`config.mk`:
```
export PLATFORM = sky130hd
export DESIGN_NAME = mo_list_reader
export DESIGN_NICKNAME = d
export VERILOG_FILES = /design/src/rtl/mo_pkg.sv /design/src/rtl/mo_range_check.sv /design/src/rtl/mo_list_reader.sv
export SDC_FILE = /design/constraint.sdc
export NUM_CORES = 1
export LEC_CHECK = 0
export ABC_CLOCK_PERIOD_IN_PS = 3150
export BUFFER_PORTS_ARGS = -buffer_cell sky130_fd_sc_hd__buf_2
export CAP_MARGIN = 20
export CORE_MARGIN = 3
export CORE_UTILIZATION = 45
export CTS_BUF_LIST = sky130_fd_sc_hd__clkbuf_8
export CTS_CLUSTER_SIZE = 25
export DETAILED_ROUTE_END_ITERATION = 10
export PLACE_DENSITY = 0.69
export SYNTH_ARGS = -nofsm -noshare
export SYNTH_HDL_FRONTEND = slang
export SYNTH_HIERARCHICAL = 1
export SYNTH_SLANG_ARGS = --single-unit
```
`constraint.sdc`:
```
create_clock -name clk -period 3.15 [get_ports clk]
set_clock_uncertainty 0.1 [all_clocks]
set_input_delay 0.1575 -clock clk [delete_from_list [all_inputs] [get_ports clk]]
set_output_delay 0.1575 -clock clk [all_outputs]
set_load 0.01 [all_outputs]
```
`src/rtl/mo_pkg.sv`:
```
// Shared types and constants for the motion-object list reader and its helpers.
// Attribute words sit in RAM as pairs per object: word 0 = {attr, pic}, word 1 = {x, y}.
package mo_pkg;

    localparam int         MO_NUM_OBJ      = 64;
    localparam int         MO_OBJ_HEIGHT   = 16;
    localparam int         MO_MAX_PER_LINE = 16;
    localparam logic [8:0] MO_START_H      = 9'd256;

    // Word offset inside an object's two-word slot.
    localparam logic WORD_YX = 1'b1;
    localparam logic WORD_PA = 1'b0;

    localparam int MO_BYTE_W = 8;
    localparam int MO_IDX_W  = 6;
    localparam int MO_ROW_W  = $clog2(MO_OBJ_HEIGHT);

    typedef enum logic [2:0] {
        ST_IDLE,
        ST_ADDR1,
        ST_READ1,
        ST_ADDR0,
        ST_READ0,
        ST_EMIT,
        ST_DONE
    } mo_state_t;

endpackage

```
`src/rtl/mo_range_check.sv`:
```
// Vertical range test: row inside the object for the target line, with unsigned wrap
// so objects straddling the bottom of the frame reappear at the top.
module mo_range_check #(
    parameter int  OBJ_HEIGHT = 16,
    localparam int ROW_W      = $clog2(OBJ_HEIGHT)
) (
    input  logic [7:0]       i_target,
    input  logic [7:0]       i_y,
    output logic             o_in_range,
    output logic [ROW_W-1:0] o_row
);

    logic [7:0] w_diff;

    assign w_diff     = i_target - i_y;
    assign o_in_range = ({1'b0, w_diff} < 9'(OBJ_HEIGHT));
    assign o_row      = w_diff[ROW_W-1:0];

endmodule

```
`src/rtl/mo_list_reader.sv`:
```
// Per-scanline walker of the motion-object attribute buffer; in-range objects are
// handed to the painter as descriptors over a valid/ready handshake.
module mo_list_reader
    import mo_pkg::*;
#(
    parameter int         NUM_OBJ      = MO_NUM_OBJ,
    parameter int         OBJ_HEIGHT   = MO_OBJ_HEIGHT,
    parameter int         MAX_PER_LINE = MO_MAX_PER_LINE,
    parameter logic [8:0] START_H      = MO_START_H,
    localparam int        ROW_W        = $clog2(OBJ_HEIGHT)
) (
    input  logic             clk,
    input  logic             reset,
    input  logic [8:0]       hcount,
    input  logic [7:0]       vcount,
    input  logic             BUF1BUF2n,
    input  logic             B2H,
    output logic [7:0]       ram_addr,
    input  logic [7:0]       ram_lo,
    input  logic [7:0]       ram_hi,
    output logic             obj_valid,
    input  logic             obj_ready,
    output logic [7:0]       obj_pic,
    output logic [7:0]       obj_attr,
    output logic [7:0]       obj_x,
    output logic [ROW_W-1:0] obj_row,
    output logic             line_done,
    output logic             overflow,
    output logic             overrun
);

    localparam int                    CNT_W    = $clog2(MAX_PER_LINE + 1);
    localparam logic [MO_IDX_W-1:0]   LAST_IDX = MO_IDX_W'(NUM_OBJ - 1);
    localparam logic [CNT_W-1:0]      CNT_MAX  = CNT_W'(MAX_PER_LINE);

    mo_state_t           r_state;
    mo_state_t           w_next;
    logic                r_buf;
    logic [7:0]          r_target;
    logic [MO_IDX_W-1:0] r_idx;
    logic [CNT_W-1:0]    r_count;
    logic [7:0]          r_pic;
    logic [7:0]          r_attr;
    logic [7:0]          r_x;
    logic [ROW_W-1:0]    r_row;
    logic                r_overflow;
    logic                r_overrun;
    logic [7:0]          r_addr_hold;

    logic                w_start;
    logic                w_abort;
    logic                w_xfer;
    logic                w_last_idx;
    logic [CNT_W-1:0]    w_count_inc;
    logic                w_in_range;
    logic [ROW_W-1:0]    w_row;
    logic                w_advance;

    // Handshake: a descriptor moves on a clk where obj_valid && obj_ready; once raised,
    // obj_valid and the fields hold until that transfer, except on line-start abort or reset.
    assign w_start     = (hcount == START_H);
    assign w_abort     = w_start && (r_state != ST_IDLE) && (r_state != ST_DONE);
    assign w_xfer      = obj_valid && obj_ready;
    assign w_last_idx  = (r_idx == LAST_IDX);
    assign w_count_inc = r_count + CNT_W'(1);
    assign w_advance   = (w_next == ST_ADDR1) && ((r_state == ST_READ1) || (r_state == ST_EMIT));

    mo_range_check #(.OBJ_HEIGHT(OBJ_HEIGHT)) u_range (
        .i_target   (r_target),
        .i_y        (ram_lo),
        .o_in_range (w_in_range),
        .o_row      (w_row)
    );

    always_ff @(posedge clk) begin
        if (reset) begin
            r_state     <= ST_IDLE;
            r_buf       <= 1'b0;
            r_target    <= 8'd0;
            r_idx       <= '0;
            r_count     <= '0;
            r_pic       <= 8'd0;
            r_attr      <= 8'd0;
            r_x         <= 8'd0;
            r_row       <= '0;
            r_overflow  <= 1'b0;
            r_overrun   <= 1'b0;
            r_addr_hold <= 8'd0;
        end else begin
            r_state     <= w_next;
            r_addr_hold <= ram_addr;
            if (w_start) begin
                r_buf      <= BUF1BUF2n;
                r_target   <= vcount + 8'd1;
                r_idx      <= '0;
                r_count    <= '0;
                r_overflow <= 1'b0;
                r_overrun  <= w_abort;
            end else begin
                if (w_advance)
                    r_idx <= r_idx + MO_IDX_W'(1);
                if (w_xfer) begin
                    r_count <= w_count_inc;
                    if (!w_last_idx && (w_count_inc == CNT_MAX))
                        r_overflow <= 1'b1;
                end
            end
            if (r_state == ST_READ1) begin
                r_x   <= ram_hi;
                r_row <= w_row;
            end
            if (r_state == ST_READ0) begin
                r_pic  <= ram_lo;
                r_attr <= ram_hi;
            end
        end
    end

    // Step-to-next-object is folded into READ1 (reject) and EMIT (transfer) so an
    // off-line object costs two clks and an in-range one five.
    always_comb begin
        w_next = r_state;
        case (r_state)
            ST_IDLE:  w_next = ST_IDLE;
            ST_ADDR1: if (!B2H) w_next = ST_READ1;
            ST_READ1: begin
                if (w_in_range)      w_next = ST_ADDR0;
                else if (w_last_idx) w_next = ST_DONE;
                else                 w_next = ST_ADDR1;
            end
            ST_ADDR0: if (!B2H) w_next = ST_READ0;
            ST_READ0: w_next = ST_EMIT;
            ST_EMIT: begin
                if (w_xfer) begin
                    if (w_last_idx || (w_count_inc == CNT_MAX)) w_next = ST_DONE;
                    else                                        w_next = ST_ADDR1;
                end
            end
            ST_DONE:  w_next = ST_IDLE;
            default:  w_next = ST_IDLE;
        endcase
        if (w_start)
            w_next = ST_ADDR1;
    end

    always_comb begin
        ram_addr  = r_addr_hold;
        obj_valid = 1'b0;
        line_done = 1'b0;
        case (r_state)
            ST_ADDR1: ram_addr  = {r_buf, r_idx, WORD_YX};
            ST_ADDR0: ram_addr  = {r_buf, r_idx, WORD_PA};
            ST_EMIT:  obj_valid = !w_start;
            ST_DONE:  line_done = 1'b1;
            default:  ;
        endcase
    end

    assign obj_pic  = r_pic;
    assign obj_attr = r_attr;
    assign obj_x    = r_x;
    assign obj_row  = r_row;
    assign overflow = r_overflow;
    assign overrun  = r_overrun;

endmodule

```
After elaboration in Yosys (flattened, before gate mapping)
Index checks and enable logic that the tools add are counted.
{ "totals": {"elab_cells": 51, "reg_bits": 61, "out_inout_bits": 40, "inputBits": 38} }
{ "op_classes": {"n_eq_ne": 11, "add_sub_neg": 4, "n_reduce_logical": 12, "n_mux": 11, "n_lt_le_gt_ge": 1} }
{ "ops": {"columns": ["cell", "n"], "rows": [
  ["3-bit two-way mux", 7],
  ["8-bit case mux with 2 select lines", 1],
  ["3-bit case mux with 5 select lines", 1],
  ["3-bit == test, second input constant", 3],
  ["9-bit == test, second input constant", 1],
  ["8-bit by 1-bit adder with 8-bit output, second input constant", 1],
  ["8-bit by 5-bit less-than comparator with 1-bit output, second input constant", 1],
  ["8-bit subtractor", 1],
  ["6-bit by 1-bit adder with 6-bit output, second input constant", 1],
  ["3-bit by 1-bit == test with 1-bit output, second input constant", 2],
  ["3-bit by 2-bit == test with 1-bit output, second input constant", 2],
  ["6-bit == test, second input constant", 1],
  ["5-bit by 1-bit adder with 5-bit output, second input constant", 1],
  ["5-bit == test, second input constant", 1],
  ["1-bit logical AND", 5],
  ["3-bit inequality test, second input constant", 1],
  ["3-bit nonzero test", 1],
  ["1-bit logical NOT", 2],
  ["1-bit logical OR", 2],
  ["1-bit two-way mux", 2],
  ["2-bit AND reduction", 1],
  ["2-bit OR reduction", 1]
]} }

Logic depth before layout (Yosys ltp)
Gate-level depths: netlist (run 1).
{ "logic_depth": {"ltp_word": 9, "mapped_depth": 14, "mapped_depth_nobuf": 13} }

By module
Netlist (run 1), hierarchy kept.
{ "by_module_without_submodules": {"columns": ["module", "cells_each", "area_each_um2", "n_inst", "seq_area_each_um2"], "rows": [
  ["mo_list_reader", 304, 2585.0, 1, 1221.2],
  ["mo_range_check", 55, 354.1, 1, 0.0]
]} }

Worst setup path before layout (run 1)
Ideal clock, no wire load.
{ "synth_path": {"path_kind": "reg-to-reg", "startpoint": "register r_target[0]", "endpoint": "register r_idx[5]", "t_arrival_ns": 2.959, "setup_time_ns": 0.070, "period_less_slack_ns": 3.128, "required_ns": 2.980, "setup_slack_ns": 0.022, "stages_incl_launch_ff": 15, "path_cell_list": "dfxtp_1 > inv_1 > ha_1 > fa_1 > nand2b_1 > a21oi_1 > mux2i_1 > nand3_1 > nor4_2 > nand4b_1 > a211oi_1 > a211o_1 > buf_6 > or4_1 > a21oi_1"} }
{ "synth_between": {"elab_chain_len": 7} }
{ "synth_lines": {"columns": ["item", "line", "source"], "rows": [
  ["from (decl)", "mo_list_reader.sv:39", "logic [7:0] r_target;"],
  ["from (signal assigned)", "mo_list_reader.sv:94", "r_target <= vcount + 8'd1;"],
  ["8-bit subtractor", "mo_range_check.sv:15", "assign w_diff = i_target - i_y;"],
  ["8-bit by 5-bit less-than comparator with 1-bit output", "mo_range_check.sv:16", "assign o_in_range = ({1'b0, w_diff} < 9'(OBJ_HEIGHT));"],
  ["net w_in_range", "mo_list_reader.sv:55", "logic w_in_range;"],
  ["3-bit two-way mux", "mo_list_reader.sv:127", "if (w_in_range) w_next = ST_ADDR0;"],
  ["3-bit case mux with 5 select lines", "mo_list_reader.sv:123", "case (r_state)"],
  ["3-bit two-way mux", "mo_list_reader.sv:142", "if (w_start)"],
  ["3-bit by 1-bit == test with 1-bit output", "mo_list_reader.sv:66", "assign w_advance = (w_next == ST_ADDR1) && ((r_state == ST_READ1) || (r_state == ST_EMIT));"],
  ["1-bit logical AND", "mo_list_reader.sv:66", null],
  ["to (signal assigned)", "mo_list_reader.sv:101", "r_idx <= r_idx + MO_IDX_W'(1);"],
  ["to (decl)", "mo_list_reader.sv:40", "logic [MO_IDX_W-1:0] r_idx;"]
]} }
The timed path passes the listed nets, and every way through them passes these cells.
A chain may end at the register's enable or synchronous reset.

Final worst setup path (run 1)
{ "layout_path": {"startpoint": "register r_target[0]", "endpoint": "register r_idx[4]"} }
Same word-level chain as after synthesis.

==> impl_metrics.ini, run 1 <==
[sta]
setup_viol = 5
rsz0062_at_grt = true
hold_viol = 0
max_slew.worst_pin.slew_ns = 0.623
fin_crit_ns = 3.26
finalCritPeriodShare_pct = 103
max_freq_mhz = 307
maxSlewHeadroom_pct = 58.3
slew_violations = 0
worst_slack_ns = -0.109

[synth]
synth_nets = 409
synthCells = 359
async_reset_ff_share_pct = 0
syn-mean-instance-area_um2 = 8.19
yosysMostFrequentCell = nand2_1
synth_top_area_share_pct = 41.5
yosysWarnings = 6
ys.flop_type = dfxtp_1
synthTopCellsByCount = nand2_1 (66), dfxtp_1 (61), a21oi_1 (38)
yosys.area.top_type = dfxtp_1
synth_edf_count = 0
synth_area_um2 = 2940
ys_seq_area_share_pct = 41.5
synth_area_leaders = dfxtp_1 (42%), nand2_1 (8.4%), a21oi_1 (6.5%), ha_1 (4.7%), nor2_1 (4.6%)
synth_cell_types = 49
ys_ff_latch = 61

[die]
core_um2 = 6130
rows = 28
die_height_um = 86.8
die-area_um2 = 7540
io-pin-count = 78
die_w_um = 86.8
start_util_pct = 47.9

[place]
gp_congestion = 0.801
dp_slack_ns = -0.178
io_buffers = 77
hpwl_um = 5010
place_area_um2 = 3430
dp.cells = 503

[routing]
vias_per_cell = 5.15
dr.first_iter.drc_count = 81
via_count = 2782
ant_nets = 0
remaining_drc_errors = 0
dr.pass1.iters = 4
detail_route.wirelength_um = 7230
wl_per_cell_um = 13.4

[cts]
cts_buffers = 9
cts_tree = yes
cts.htree.levels = 3
clk_latency_ns = 0.34
clockBufferDepth = 2
clkTransAtPathRegs_ns = 0.07
cts_root_buf = clkbuf_8
cts_sinks = 61

[job]
maxCapViolCount = 0

[power_and_ir_drop]
leakage_nw = 1.67
p_per_area_nw_per_um2 = 439
ir_drop_uv = 456
post-layout-total-power_mw = 1.73

[cells_and_area]
fill_cells = 519
drive_above_1_share_pct = 28.6
syn2layout_area_growth_pct = 34.2
final_cell_area_um2 = 3950
nNetsFinal = 510
antenna_cells = 0
fin_cells = 540

[global_routing]
grt_max_degree = 38
antenna_found_initial = 0
grt_pass1_wl_um = 12100
grt_pass1_vias = 2692
grt_use_total_pct = 20.4
overflow = 0

[run_status]
status = complete, but fails checks
violations = setup timing

[critical_path]
path_common_cell = a21oi_2
cp_data_required_time_ns = 3.33
path_class = reg2reg
slowest_stage = fa_2
critPathLaunchType = flop
end_kind = flop
worstPathCellList = inv_2 > ha_4 > fa_2 > nand2b_4 > a21oi_2 > mux2i_1 > nand3_1 > nor4_2 > nand4b_1 > a211oi_2 > a211o_4 > buf_12 > or3_4 > a21oi_2
arrival_ns = 3.44
slowest_delay_ns = 0.38
crit_fanout = 8

[worst_hold_path]
hp-class = in2reg
critical path, delay by kind of cell, from the launching register on:
kind	cells	cell delay (ns)
AO/OA/AOI/OAI	4	0.70
adder cells (fa/ha/maj)	2	0.53
buffers and inverters	2	0.18
flip-flops	1	0.34
multiplexers	1	0.20
AND/OR/NAND/NOR	5	1.13
final cells by class:
class / instances / area [µm²] / share of cell area [%]
flip-flops and latches: 61 / 1220 / 31.0
multi-input cells: 267 / 1660 / 42.0
inverters: 13 / 48.8 / 1.24
repair buffers: 108 / 676 / 17.1
clock inverters: 7 / 123 / 3.11
clock buffers: 9 / 124 / 3.14
well taps: 75 / 93.8 / 2.38
path summary, 6_finish.rpt:
kind,start,end,slack [ns],depth (start not counted)
worst max register to register,r_target[0],r_idx[4],-0.11,14
worst max-delay path,r_target[0],r_idx[4],-0.11,14
worst min register to register,obj_attr[7],obj_attr[7],0.35,2
worst min-delay path,vcount[4],r_target[4],0.04,3
cells by family after synthesis:
logic type,synth area share (%)
simple gates,25.8
compound gates,14.1
flops,41.5
buf+inv,4.30
xor+xnor,4.17
mux,4.73
fa+ha+maj,5.36
layer usage:
layer | track usage, % | wire length [µm] | up-vias
met2 | 34.6 | 3700 | 72
met3 | 3.90 | 345 | 17
li1 | - | - | 1423
met5 | 0 | 0 | -
met1 | 23.9 | 3000 | 1270
met4 | 11.6 | 185 | 0
power by group:
part / internal (mW) / leakage [nW] / switching (mW) / total [mW]
logic: 0.0545 / 1.06 / 0.0523 / 0.107
clock network: 0.529 / 0.116 / 0.324 / 0.853
registers: 0.771 / 0.492 / 0.000225 / 0.771
sequential cells by signal, summed over array words and instances (netlist names), 3 cells and up:
name and cells:
r_count 5, obj_row 4, r_state 3, obj_attr 8, r_addr_hold 8, r_idx 6, r_target 8, obj_x 8
obj_pic 8
cells in the final DEF (no fill, tap or decap), types with 7 or more instances in the layout:
cell / instances
nand2_1: 66
nor2_1: 36
clkbuf_8: 9
dlygate4sd3_1: 18
xnor2_1: 7
mux2_2: 7
inv_1: 12
a211oi_1: 10
a21oi_1: 35
ha_1: 10
buf_2: 77
nor2b_1: 13
buf_4: 12
nand3_1: 11
dfxtp_1: 60
per-stage QoR:
| stage | hold slack [ns] | util, % | TNS (ns) |
|---|---|---|---|
| 3_5_place_dp | 0.309 | 55.9 | -0.764 |
| 3_3_place_gp | 0.298 | 55.9 | -0.0933 |
| 4_1_cts | 0.0245 | 63.1 | 0 |
| 2_1_floorplan | 0.153 | - | 0 |
| 5_1_grt | 0.0403 | 64.3 | -1.10 |
| 6_report | 0.0409 | 64.3 | -0.444 |
timing repair:
action | 4_1_cts | 5_1_grt
setup buffers | 0 | 3
hold endpoints to repair | 26 | 0
hold buffers | 18 | 0
resized for setup | 4 | 12
endpoints found under the setup margin | 6 | 6
pin swaps | 4 | 13
No activity file was read; power rests on OpenSTA's default activity.
==> run 2, diff against run 1 <==
Settings changed: RECOVER_POWER set to 50.
==> run 2 against run 1 <==
The run still ends with setup timing left. Core utilization fell by 0.61 points. Critical endpoint unchanged. Via count barely moved. Non-clock buffer count did not move. Cell count did not move. Critical path type unchanged. First-iteration DRC count rose by 7.4%. Sequential power barely moved. Final area fell by 0.95%. Sequential share of layout area rose by 0.30 points. Combinational power barely moved. Clock power barely moved.
==> impl_metrics.ini, run 2 (synthesis gave the netlist of run 1 again) <==
[run_status]
status = complete, but fails checks
violations = setup timing

[critical_path]
worstRegToRegCells = 14
end_kind = flop
cp_data_required_time_ns = 3.33
critPathLaunchType = flop
crit_fanout = 8
arrival_ns = 3.43
path_class = reg2reg

[cells_and_area]
syn2layout_area_growth_pct = 33.0
fill_cells = 536
drive_above_1_share_pct = 22.2
final_common_cell = nand2_1
nNetsFinal = 510
antenna_cells = 0
final_cell_mix = nand2_1 (66), dfxtp_1 (60), buf_2 (47)
regArea_um2 = 1220
multi_input_area_um2 = 1660

[global_routing]
overflow = 0
antenna_found_initial = 0
grt_pass1_wl_um = 12100
grt_use_total_pct = 20.4
grt_util_met3_pct = 3.90
met2_usage_pct = 34.6
top_usage_layer = met2
grt_pass1_vias = 2692
met1_usage_pct = 23.9
grt_max_degree = 38

[die]
die_height_um = 86.8
core_um2 = 6130
die-area_um2 = 7540
io-pin-count = 78
die_w_um = 86.8
start_util_pct = 47.9
rows = 28

[routing]
ant_nets = 0
wl_per_cell_um = 13.5
remaining_drc_errors = 0
via_count = 2784
detail_route.wirelength_um = 7280
vias_per_cell = 5.16
dr.pass1.iters = 4
dr.first_iter.drc_count = 87

[power_and_ir_drop]
p_per_area_nw_per_um2 = 443
post-layout-total-power_mw = 1.73
ir_drop_uv = 456
leakage_nw = 1.54

[sta]
setup_viol = 5
worst_slack_ns = -0.106
slew_violations = 0
fin_crit_ns = 3.26
rsz0062_at_grt = true
finalCritPeriodShare_pct = 103
max_freq_mhz = 307
maxSlewHeadroom_pct = 58.4
max_slew.worst_pin.slew_ns = 0.621
hold_viol = 0

[worst_hold_path]
hp-class = in2reg
whs_path_depth = 3

[place]
gp_congestion = 0.801
hpwl_um = 5010
io_buffers = 77
dp_slack_ns = -0.178

[cts]
cts_sinks = 61
cts.htree.levels = 3
cts_buffers = 9
clockBufferDepth = 2
cts_root_buf = clkbuf_8
clkTransAtPathRegs_ns = 0.07
clk_latency_ns = 0.34
cts_tree = yes

[job]
maxCapViolCount = 0
-- run 2: cell count changes in the layout (fill, tap and decap cells not counted) --
cell	change
buf_2	-30
clkbuf_1	+30
-- run 2: timing repair --
item                                    CTS  global route
pin swaps                                 4            13
gates resized for setup                   4            12
endpoints found under the setup margin    6             6
hold endpoints to repair                 26             0
setup buffers                             0             3
hold buffers                             18             0
-- run 2: critical path, cell delays in order, from the launching register on --
cell,delay [ns]
dfxtp_2,0.34
inv_2,0.04
ha_4,0.15
fa_2,0.38
nand2b_4,0.15
a21oi_2,0.14
mux2i_1,0.20
nand3_1,0.11
nor4_2,0.30
nand4b_1,0.21
a211oi_2,0.10
a211o_4,0.35
buf_12,0.14
or3_4,0.36
a21oi_2,0.11
-- run 2: cell type report --
| class | instances | area share, % |
|---|---|---|
| Inverter | 13 | 1.25 |
| Multi-Input combinational cell | 267 | 42.4 |
| Clock inverter | 7 | 3.14 |
| Clock buffer | 9 | 3.17 |
| Timing Repair Buffer | 108 | 16.3 |
| Tap cell | 75 | 2.40 |
| Sequential cell | 61 | 31.3 |
-- run 2: final timing paths --
| path | startpoint | to | slack (ns) |
|---|---|---|---|
| setup / recovery | r_target[0] | r_idx[4] | -0.11 |
| setup reg to reg | r_target[0] | r_idx[4] | -0.11 |
| hold reg to reg | obj_attr[7] | obj_attr[7] | 0.35 |
| hold / removal | vcount[4] | r_target[4] | 0.04 |
-- run 2: routing by layer --
layer  vias up  share of wire (%)
li1       1424                  -
met1      1275                 43
met2        67                 50
met3        18                4.5
met4         0                2.8
met5         -                  0
-- run 2: through the flow --
stage               std cells  instance area (µm²)  hold slack [ns]  setup TNS (ns)  util (%)
floorplan                 359                 2940            0.153               0         -
global placement          503                 3430            0.298         -0.0933      55.9
detailed placement        503                 3430            0.309          -0.764      55.9
CTS                       537                 3870           0.0245               0      63.1
global route              540                 3910           0.0403           -1.10      63.7
finish                    540                 3910           0.0408          -0.432      63.7
-- run 2: where the power goes --
part / switching (mW) / internal [mW]
Sequential: 0.000228 / 0.771
Clock: 0.325 / 0.529
Combinational: 0.0524 / 0.0545
==> run 3, diff against run 2 <==
Settings changed: SETUP_SLACK_MARGIN set to 0.3.
==> run 3 against run 2 <==
The run now ends clean. Cell count shrank 0.19%. Die area is the same. Combinational power is essentially flat. Worst setup slack gained 0.25 ns. Highest routed layer unchanged.
==> impl_metrics.ini, run 3 (synthesis gave the netlist of run 1 again) <==
[place]
hpwl_um = 5010
io_buffers = 77
gp_congestion = 0.869

[cts]
clk_latency_ns = 0.33
cts_root_buf = clkbuf_8
clkTransAtPathRegs_ns = 0.07
cts.htree.levels = 3
cts_tree = yes
cts_sinks = 61
clockBufferDepth = 2
cts_buffers = 9

[routing]
remaining_drc_errors = 0
vias_per_cell = 5.21
detail_route.wirelength_um = 7240
via_count = 2808
dr.first_iter.drc_count = 103
ant_nets = 0
wl_per_cell_um = 13.4
dr.pass1.iters = 4

[critical_path]
path_class = reg2reg
timing.critical_path.buf_inv = 1
crit_fanout = 7
worstRegToRegCells = 13
crit_family = simple AND/OR/NAND/NOR gates
worstPathCellList = inv_2 > ha_4 > fa_2 > nand2b_4 > a21oi_2 > mux2i_1 > nand3_1 > nor4_2 > nand4b_1 > a211oi_1 > a211o_2 > or4_1 > a21oi_1
end_kind = flop
cp.depth = 13
critPathLaunchType = flop
arrival_ns = 3.16
cp_data_required_time_ns = 3.31
r2r-end = r_idx[5]
slowest_delay_ns = 0.41
crit_path_start = r_target[0]
crit_end = r_idx[5]
slowest_stage = or4_1
r2r-start = r_target[0]
regToRegSetupSlack_ns = 0.15

[sta]
max_freq_mhz = 333
setup_tns_ns = 0
maxSlewHeadroom_pct = 36.1
finalCritPeriodShare_pct = 95.3
fin_crit_ns = 3.00
slew_violations = 0
rsz0062_at_grt = true
max_slew.worst_pin.slew_ns = 0.959
setup_viol = 0
hold_viol = 0

[global_routing]
grt_pass1_wl_um = 12100
antenna_found_initial = 0
grt_pass1_vias = 2689
met2_usage_pct = 35.1
grt_max_degree = 34
met1_usage_pct = 23.9
grt_util_met3_pct = 5.89
overflow = 0
grt_use_total_pct = 20.1
top_usage_layer = met2

[die]
io-pin-count = 78
rows = 28
core_um2 = 6130
die_w_um = 86.8
die_height_um = 86.8
die-area_um2 = 7540
start_util_pct = 47.9

[cells_and_area]
fill_cells = 559
nNetsFinal = 509
fin_util_pct = 62.7
final_cell_mix = nand2_1 (66), dfxtp_1 (60), buf_2 (47)
drive_above_1_share_pct = 20.7
syn2layout_area_growth_pct = 30.9
antenna_cells = 0
final_common_cell = nand2_1

[power_and_ir_drop]
p_per_area_nw_per_um2 = 444
post-layout-total-power_mw = 1.71
ir_drop_uv = 399
leakage_nw = 1.50

[job]
maxCapViolCount = 0

[run_status]
status = finished, final reports clean

[worst_hold_path]
hp-class = in2reg
[run 3: changes by cell type in the layout (fill, tap and decap cells not counted), moves of 2 or more]
cell / change
buf_4: -5
buf_6: +2
clkbuf_1: +3
nor2_1: -2
nor2_2: +2
[run 3: timing repair]
| item | in CTS | in global routing |
|---|---|---|
| setup buffers | 5 | 3 |
| gates resized for setup | 5 | 7 |
| endpoints found under the hold margin | 26 | 0 |
| setup endpoints to repair | 6 | 7 |
| pin swaps | 9 | 5 |
| hold buffers | 18 | 0 |
[run 3: stage by stage]
step | setup WS [ns] | hold slack (ns) | instance area [µm²] | std cells
finish | 0.148 | 0.0467 | 3850 | 539
global route | 0.00206 | 0.0646 | 3850 | 539
CTS | 0.0487 | 0.0435 | 3870 | 536
detailed placement | 0.0548 | 0.317 | 3390 | 497
global placement | 0.144 | 0.301 | 3390 | 497
floorplan | 0.288 | 0.153 | 2960 | 359
[run 3: where the power goes]
group	switching (mW)	total, mW	internal [mW]
sequential	0.000223	0.771	0.771
combinational	0.0519	0.105	0.0530
clock	0.309	0.831	0.522
[run 3: how the worst min path moves through the flow]
| stage | end | from | cells after the start | slack [ns] |
|---|---|---|---|---|
| after global placement | r_buf | BUF1BUF2n | 3 | 0.30 |
| after detailed placement | r_target[0] | vcount[0] | 2 | 0.32 |
| after floorplan | r_target[0] | vcount[0] | 1 | 0.15 |
| after CTS | r_target[5] | vcount[5] | 3 | 0.04 |
| final | r_target[5] | vcount[5] | 3 | 0.05 |
| after global routing | r_target[4] | vcount[4] | 3 | 0.06 |
[run 3: layer usage]
layer | vias to the layer above | part of all wire [%]
li1 | 1418 | -
met1 | 1303 | 43
met2 | 78 | 50
met3 | 9 | 4.9
met4 | 0 | 1.4
met5 | - | 0
[run 3: tightest hold or removal path, cell delays in order]
cell	delay [ns]
buf_2	0.10
xnor2_1	0.11
a211oi_1	0.06
[run 3: cell type report]
cell class,count,area [µm²],area share [%]
Timing Repair Buffer,107,614,16.0
Clock buffer,9,124,3.22
Tap cell,75,93.8,2.44
Inverter,13,48.8,1.27
Clock inverter,7,115,2.99
Sequential cell,61,1220,31.8
Multi-Input combinational cell,267,1630,42.3
